$ cat config.mk
export PLATFORM = sky130hd
export DESIGN_NAME = rds_encoder
export DESIGN_NICKNAME = d
export VERILOG_FILES = /design/src/rtl/rds_encoder.sv
export SDC_FILE = /design/constraint.sdc
export NUM_CORES = 1
export LEC_CHECK = 0
export ABC_AREA = 1
export ABC_CLOCK_PERIOD_IN_PS = 3700
export BUFFER_PORTS_ARGS = -buffer_cell sky130_fd_sc_hd__buf_2
export CORE_ASPECT_RATIO = 1.75
export CORE_UTILIZATION = 59
export DETAILED_ROUTE_END_ITERATION = 10
export PLACE_DENSITY_LB_ADDON = 0.05
export SLEW_MARGIN = 10
export SYNTH_ARGS = -nofsm -noshare
export SYNTH_HDL_FRONTEND = slang
export SYNTH_SLANG_ARGS = --single-unit
export TNS_END_PERCENT = 50
$ cat constraint.sdc
create_clock -name clk_25m -period 3.7 [get_ports clk_25m]
set_input_delay 0.74 -clock clk_25m [delete_from_list [all_inputs] [get_ports clk_25m]]
set_output_delay 0.74 -clock clk_25m [all_outputs]
set_load 0.01 [all_outputs]
$ cat src/rtl/rds_encoder.sv
// rds_encoder: RDS group-0A builder (CRC checkwords, shadow/shift registers) with differential
// biphase symbol output at the half-bit rate of a 24-bit NCO.
module rds_encoder #(
  parameter logic [23:0] HALFBIT_INC = 24'd1594,
  parameter logic [15:0] AF_WORD     = 16'hCDCD,
  parameter logic [3:0]  DI          = 4'b0001
) (
  input  logic        clk_25m,
  input  logic        reset_n,
  input  logic        enable,
  input  logic [15:0] pi,
  input  logic [4:0]  pty,
  input  logic        tp,
  input  logic        ta,
  input  logic        ms,
  input  logic [63:0] ps_name,
  output logic        rds_sym,
  output logic        sym_strobe,
  output logic        bit_strobe,
  output logic        data_bit,
  output logic        group_start,
  output logic [1:0]  segment
);
  typedef enum logic [1:0] {IDLE, LATCH, CRC, READY} state_t;
  state_t state, state_nx;
  logic [23:0] acc;
  logic [24:0] acc_sum;
  logic carry, first_half, load, bit_val, fb, odd, d_prev, run;
  logic [6:0] bit_idx;
  logic [1:0] c, shadow_seg;
  logic [103:0] shadow, shift;
  logic [63:0] info;
  logic [14:0] blk;
  logic [9:0] crc, crc_nx, offset;
  logic [5:0] cnt;
  assign acc_sum = {1'b0, acc} + {1'b0, HALFBIT_INC};
  assign carry = acc_sum[24] & run;
  assign first_half = carry & ~odd;
  assign load = first_half && bit_idx == 7'd0;
  assign bit_val = load ? shadow[103] : shift[103];
  assign fb = info[63] ^ crc[9];
  assign crc_nx = {crc[8:0], 1'b0} ^ (fb ? 10'h1B9 : 10'h000);
  assign offset = cnt[5:4] == 2'd0 ? 10'h0FC : cnt[5:4] == 2'd1 ? 10'h198 :
                  cnt[5:4] == 2'd2 ? 10'h168 : 10'h1B4;
  always_comb begin
    state_nx = state;
    if (!enable) state_nx = IDLE;
    else if (state == IDLE) state_nx = LATCH;
    else if (state == LATCH) state_nx = CRC;
    else if (state == CRC && cnt == 6'd63) state_nx = READY;
    else if (state == READY && load) state_nx = LATCH;
  end
  // The NCO is held until the first shadow group is ready, so the first carry always has data.
  always_ff @(posedge clk_25m or negedge reset_n) begin
    if (!reset_n) begin
      state <= IDLE;
      acc <= '0;
      run <= 1'b0;
      odd <= 1'b0;
      d_prev <= 1'b0;
      bit_idx <= '0;
      c <= '0;
      segment <= '0;
      shadow_seg <= '0;
      rds_sym <= 1'b0;
      sym_strobe <= 1'b0;
      bit_strobe <= 1'b0;
      data_bit <= 1'b0;
      group_start <= 1'b0;
      shadow <= '0;
      shift <= '0;
      info <= '0;
      blk <= '0;
      crc <= '0;
      cnt <= '0;
    end else if (!enable) begin
      state <= IDLE;
      acc <= '0;
      run <= 1'b0;
      odd <= 1'b0;
      d_prev <= 1'b0;
      bit_idx <= '0;
      c <= '0;
      segment <= '0;
      rds_sym <= 1'b0;
      sym_strobe <= 1'b0;
      bit_strobe <= 1'b0;
      data_bit <= 1'b0;
      group_start <= 1'b0;
    end else begin
      state <= state_nx;
      run <= run | (state == READY);
      acc <= run ? acc_sum[23:0] : acc;
      sym_strobe <= carry;
      bit_strobe <= first_half;
      group_start <= load;
      if (carry) odd <= ~odd;
      if (first_half) begin
        data_bit <= bit_val;
        rds_sym <= bit_val ^ d_prev;
        d_prev <= bit_val ^ d_prev;
        shift <= load ? {shadow[102:0], 1'b0} : {shift[102:0], 1'b0};
        bit_idx <= bit_idx == 7'd103 ? 7'd0 : bit_idx + 7'd1;
      end else if (carry) begin
        rds_sym <= ~d_prev;
      end
      if (load) begin
        segment <= shadow_seg;
        c <= c + 2'd1;
      end
      if (state == LATCH) begin
        info <= {pi, 5'b00000, tp, pty, ta, ms, DI[~c], c, AF_WORD, ps_name[{~c, 4'hF} -: 16]};
        shadow_seg <= c;
        cnt <= '0;
        crc <= '0;
      end
      // Each 16th CRC clock closes a block: info word plus checkword shift into the shadow.
      if (state == CRC) begin
        info <= {info[62:0], 1'b0};
        blk <= {blk[13:0], info[63]};
        cnt <= cnt + 6'd1;
        crc <= cnt[3:0] == 4'hF ? 10'h000 : crc_nx;
        if (cnt[3:0] == 4'hF) shadow <= {shadow[77:0], blk, info[63], crc_nx ^ offset};
      end
    end
  end
endmodule
Yosys cells after proc, flatten, opt, wreduce, memory -nomap -nowiden
Cells that the tools add are included.
- register bits: 350
- add/sub/neg operators: 4
- magnitude comparators: 1
- eq/ne operators: 14
- shift operators: 1
- muxes and demuxes: 42
- bitwise gates (word level): 10
- reduce and logical (&&, ||, !) cells: 12
- operators by type and width (cell ; number):
    two-way mux 64 bit ; 2
    two-way mux 104 bit ; 1
    variable part select 79 x 7 -> 16 bit ; 1
    two-way mux 24 bit ; 2
    two-way mux 10 bit ; 3
    adder 24 x 11 -> 25 bit, second input constant ; 1
    two-way mux 7 bit ; 3
    bitwise XOR 10 x 9 -> 10 bit ; 2
    two-way mux 2 bit ; 9
    two-way mux 9 bit ; 2
    two-way mux 8 bit ; 2
    two-way mux 1 bit ; 15
    two-way mux 6 bit ; 2
    inequality test 2 x 1 -> 1 bit, second input constant ; 4
    AND reduction 2 bit ; 4
    adder 7 x 1 -> 7 bit, second input constant ; 1
    equality test 7 bit, second input constant ; 1
    logical NOT 7 bit ; 1
    adder 6 x 1 -> 6 bit, second input constant ; 1
    equality test 2 bit, second input constant ; 3
    equality test 6 bit, second input constant ; 1
    inequality test 5 x 1 -> 1 bit, second input constant ; 1
    equality test 2 x 1 -> 1 bit, second input constant ; 2
    equality test 4 bit, second input constant ; 1
    13 further kinds ; 19

Logic depth before layout (Yosys ltp)
- depth after elaboration: 10
- gate-level depth with buffers: 13
- depth with buffers taken out: 12

Worst setup path before layout
Ideal clock, no wire load.
- kind: input to register
- start point: in enable
- end point: reg shift[53]
- setup time: 0.123 ns
- arrival time: 1.945 ns
- required time: 3.577 ns
- setup slack: 1.632 ns
- cell stages on the path: 9
- cells stage by stage: buf_2 > clkinv_1 > nor2_8 > nand2_8 > nor2_4 > inv_2 > clkbuf_1 > nor2_1 > nor3_1
- longest elaborated chain between the ends: 1
- RTL lines (element ; RTL line ; text):
    from (decl) ; 10 ; input logic enable,
    AND reduction 2 bit (no line) ; -- ;
    to (signal assigned) ; 102 ; shift <= load ? {shadow[102:0], 1'b0} : {shift[102:0], 1'b0};
    to (decl) ; 31 ; logic [103:0] shadow, shift;
Every way passes these cells.
A chain may end at the register's enable or synchronous reset.

Worst setup path in the final report
- start point: reg acc[3]
- end point: reg d_prev
- longest elaborated chain between the ends: 8
- RTL lines (element ; RTL line ; text):
    from (decl) ; 26 ; logic [23:0] acc;
    from (signal assigned) ; 93 ; acc <= run ? acc_sum[23:0] : acc;
    adder 24 x 11 -> 25 bit * ; 36 ; assign acc_sum = {1'b0, acc} + {1'b0, HALFBIT_INC};
    AND 1 bit * ; 37 ; assign carry = acc_sum[24] & run;
    AND 1 bit * ; 38 ; assign first_half = carry & ~odd;
    logical AND 1 bit ; 39 ; assign load = first_half && bit_idx == 7'd0;
    two-way mux 1 bit ; 40 ; assign bit_val = load ? shadow[103] : shift[103];
    bitwise XOR 1 bit ; 101 ; d_prev <= bit_val ^ d_prev;
    two-way mux 1 bit ; 98 ; if (first_half) begin
    two-way mux 1 bit ; 76 ; end else if (!enable) begin
    to (signal assigned) ; 101 ;
    to (decl) ; 28 ; logic carry, first_half, load, bit_val, fb, odd, d_prev, run;
Mark *: on every way between the ends. The rest lies on a longest branch, timed or not. The select of a mux whose other input is x is not followed.

==> results.md <==
- # IOs: 98
- Largest net degree at the start of global routing: 147
- Fin Setup TNS: 0 ps
- Setup Skew: 11.01 ps
- Row Count: 77
- Commonest cells after routing, fill and taps aside: dfrtp_1 (348), nand2_1 (319), nor2_1 (190)
- Clock buffer depth: 3
- DIE WIDTH: 123.6 um
- Syn nets: 1824
- Slowest cell delay on critical path: 710 ps
- Fin. max-slew vios: 0
- NetSw: 2.226 mW
- Area growth from synthesis to layout: 10.86%
- H-tree depth: 1
- Initial drt markers: 663
- DR DRC count: 0
- Ys async rst share: 1.000
- GRT Resource Usage Total: 0.2568
- Synthesized cell area: 15260 um^2
- Int Pwr: 6.275 mW
- Slew at the pin closest to its max-slew limit: 873.3 ps
- Antenna violations before repair: 0
- Die height: 214.7 um
- Crit path capture type: flop
- Post_cts resized: 0
- Nets: 1875
- Max_cap viols: 0
- FF-to-FF Start: acc[3]$_DFFE_PN0P_
- Root buf cell: clkbuf_16
- Worst-path clk slew: 70 ps
- FF+latch count, synth: 348
- Skew-Pair Late Insertion Delay: 570 ps
- Crit path buffers/inverters: 1
- Yosys warning count: 0
- Sequential Power Share: 0.513
- Crit path top cell by count: nand3_1
- Die ar.: 26530 um^2
- Unique masters post-synth: 42
- Max_slew headroom: 0.4178
- Initial Util: 0.6022
- CP cell instances: nor2_2 -> nand3_1 -> nand3_1 -> nand2_2 -> nand2_2 -> nor2_8 -> nand2_8 -> clkinv_4 -> nand3_1 -> o21ai_0
- Unrepaired setup endpoints after global routing: false
- Post-layout instance area: 16920 um^2
- Vias in the first global route: 11720
- Worst r2r dst: d_prev$_DFFE_PN0P_
- Syn avg cell area: 8.881 um^2
- RD Place Congestion: 0.7864
- CTS Hold Bufs: 0
- Sequential share of the synthesized area: 0.5707
- PD cells: 502.6 nW/um^2
- Final worst slack: 852.1 ps
- Data required, critical path: 4140 ps
- Via count: 11680
- Dpl hpwl: 20.12 mm
- DRT Pass-1 Iters: 5
- First-pass GRT wire length: 55.30 mm
- CTS tree: built
- Max FO, Critical Path: 109
- Power, Total: 8.501 mW
- Crit Path Category: flop to flop
- Crit share post-route: 0.7697
- Worst slack, placed: 833.6 ps
- Cts bufs inserted: 31
- Hold Crit Class: input pin to async pin
- Status: finished, final reports clean
- Wirelength, routed: 31.60 mm
- Critical Path Slowest Stage Cell: clkinv_4
- CP Data Arrival Time: 3280 ps
- Clock group share of total power: 0.367
- DR vias/cell: 5.538
- Input/output buffers: 97
- Core area: 25340 um^2
- Cell count after synthesis: 1718
- Antenna-violating nets left: 0
- Endpoints failing setup: 0
- Final worst path period need: 2848 ps
- Top FF cell, synth: dfrtp_1
- Fraction of layout cells with a size suffix above 1: 0.1043
- Number of synthesized flops with an enable pin: 0
- CTS Sinks: 348
- Flop2flop setup slack: 850 ps
- Final hold violations: 0
- Part of the power in combinational logic: 0.120
- CP top delay family: simple AND/OR/NAND/NOR gates
- Upper clock frequency limit: 351.1 MHz
- Sw frac: 0.2619
- Peak supply drop: 0.0003964 V
- WL/cell: 14.98 um
- Reg2reg path depth: 10
- Startpoint types: flop
- Commonest non-fill, non-tap cell in the layout: dfrtp_1
- Global route total overflow: 0
- P_leak: 8.274 nW
- Ant. Diodes: 0
- Post-CTS setup buffer count: 0
- Placed inst area: 15940 um^2
state kept, by name, indices dropped and copies added, names as in the netlist, 2 cells and up:
register	flops
acc	23
bit_idx	7
blk	15
c	2
cnt	6
crc	10
info	64
segment	2
shadow	104
shadow_seg	2
shift	103
state	2
logic make-up after synthesis:
group,after synthesis,share of synthesized area
buf+inv,259,0.07036
xor+xnor,16,0.009184
compound gates,329,0.1284
flops,348,0.5707
fa+ha+maj,15,0.01230
simple gates,751,0.2090
worst max-delay path by stage:
stage                     depth (start not counted)  slack, ps          startpoint                     end
final                                            10        850  acc[3]$_DFFE_PN0P_      d_prev$_DFFE_PN0P_
after CTS                                        10        870  acc[4]$_DFFE_PN0P_    shift[2]$_DFFE_PN0P_
after global placement                            8        840              enable    shift[2]$_DFFE_PN0P_
after floorplan                                   9       1630              enable   shift[53]$_DFFE_PN0P_
after detailed placement                          7        830              enable  shift[101]$_DFFE_PN0P_
after global routing                             10        590  acc[4]$_DFFE_PN0P_      d_prev$_DFFE_PN0P_
routing by layer:
layer	global-route usage	up-vias	routed length [um]
met2	0.4486	212	16130
met1	0.3329	5656	13690
met3	0.02574	42	1068
met5	0	-	0
met4	0.07831	0	705
li1	-	5770	-
cell usage after synthesis, types with 3 or more instances:
library cell,number,area [um^2]
buf_2,23,115.1
a211oi_2,6,75.07
nor2_1,192,720.7
inv_2,3,11.26
o22ai_1,33,206.5
nand2_1,320,1201
nor2_2,4,25.02
nand4_1,4,25.02
inv_1,151,566.8
clkbuf_1,61,229.0
o211ai_1,4,30.03
o221ai_1,3,26.28
xnor2_1,6,52.55
nor3_1,145,725.7
clkinv_1,3,11.26
a31oi_1,3,18.77
buf_1,4,15.01
buf_4,9,67.56
xor2_1,10,87.58
o21ai_0,174,870.8
ha_1,15,187.7
a21oi_1,26,130.1
and3_1,3,18.77
a211oi_1,65,488.0
buf_6,3,33.78
a22oi_1,9,67.56
dfrtp_1,348,8708
nand3_1,72,360.4
cell type report:
type | count | area [um^2]
Timing Repair Buffer | 119 | 748.2
Clock buffer | 50 | 907.1
Multi-Input combinational cell | 1111 | 5494
Sequential cell | 348 | 8708
Fill cell | 2119 | 8423
Inverter | 158 | 598.1
Clock inverter | 7 | 63.81
Tap cell | 316 | 395.4
power groups by stage:
| stage | clock [mW] | combinational (mW) | sequential, mW |
|---|---|---|---|
| final | 3.12 | 1.02 | 4.36 |
| after global routing | 3.33 | 1.18 | 4.41 |
| after CTS | 3.18 | 1.04 | 4.36 |
| after detailed placement | 0 | 1.04 | 4.43 |
| after global placement | 0 | 1.01 | 4.42 |
| after floorplan | 0 | 0.730 | 4.37 |
stage by stage:
step             util  cells  hold slack, ps
6_report       0.6676   2109           135.1
5_1_grt        0.6676   2109           181.9
4_1_cts        0.6676   2109           151.6
3_5_place_dp   0.6293   2052           454.3
3_3_place_gp   0.6293   2052           457.4
2_1_floorplan       -   1718           442.2
No activity file was read; power rests on OpenSTA's default activity.
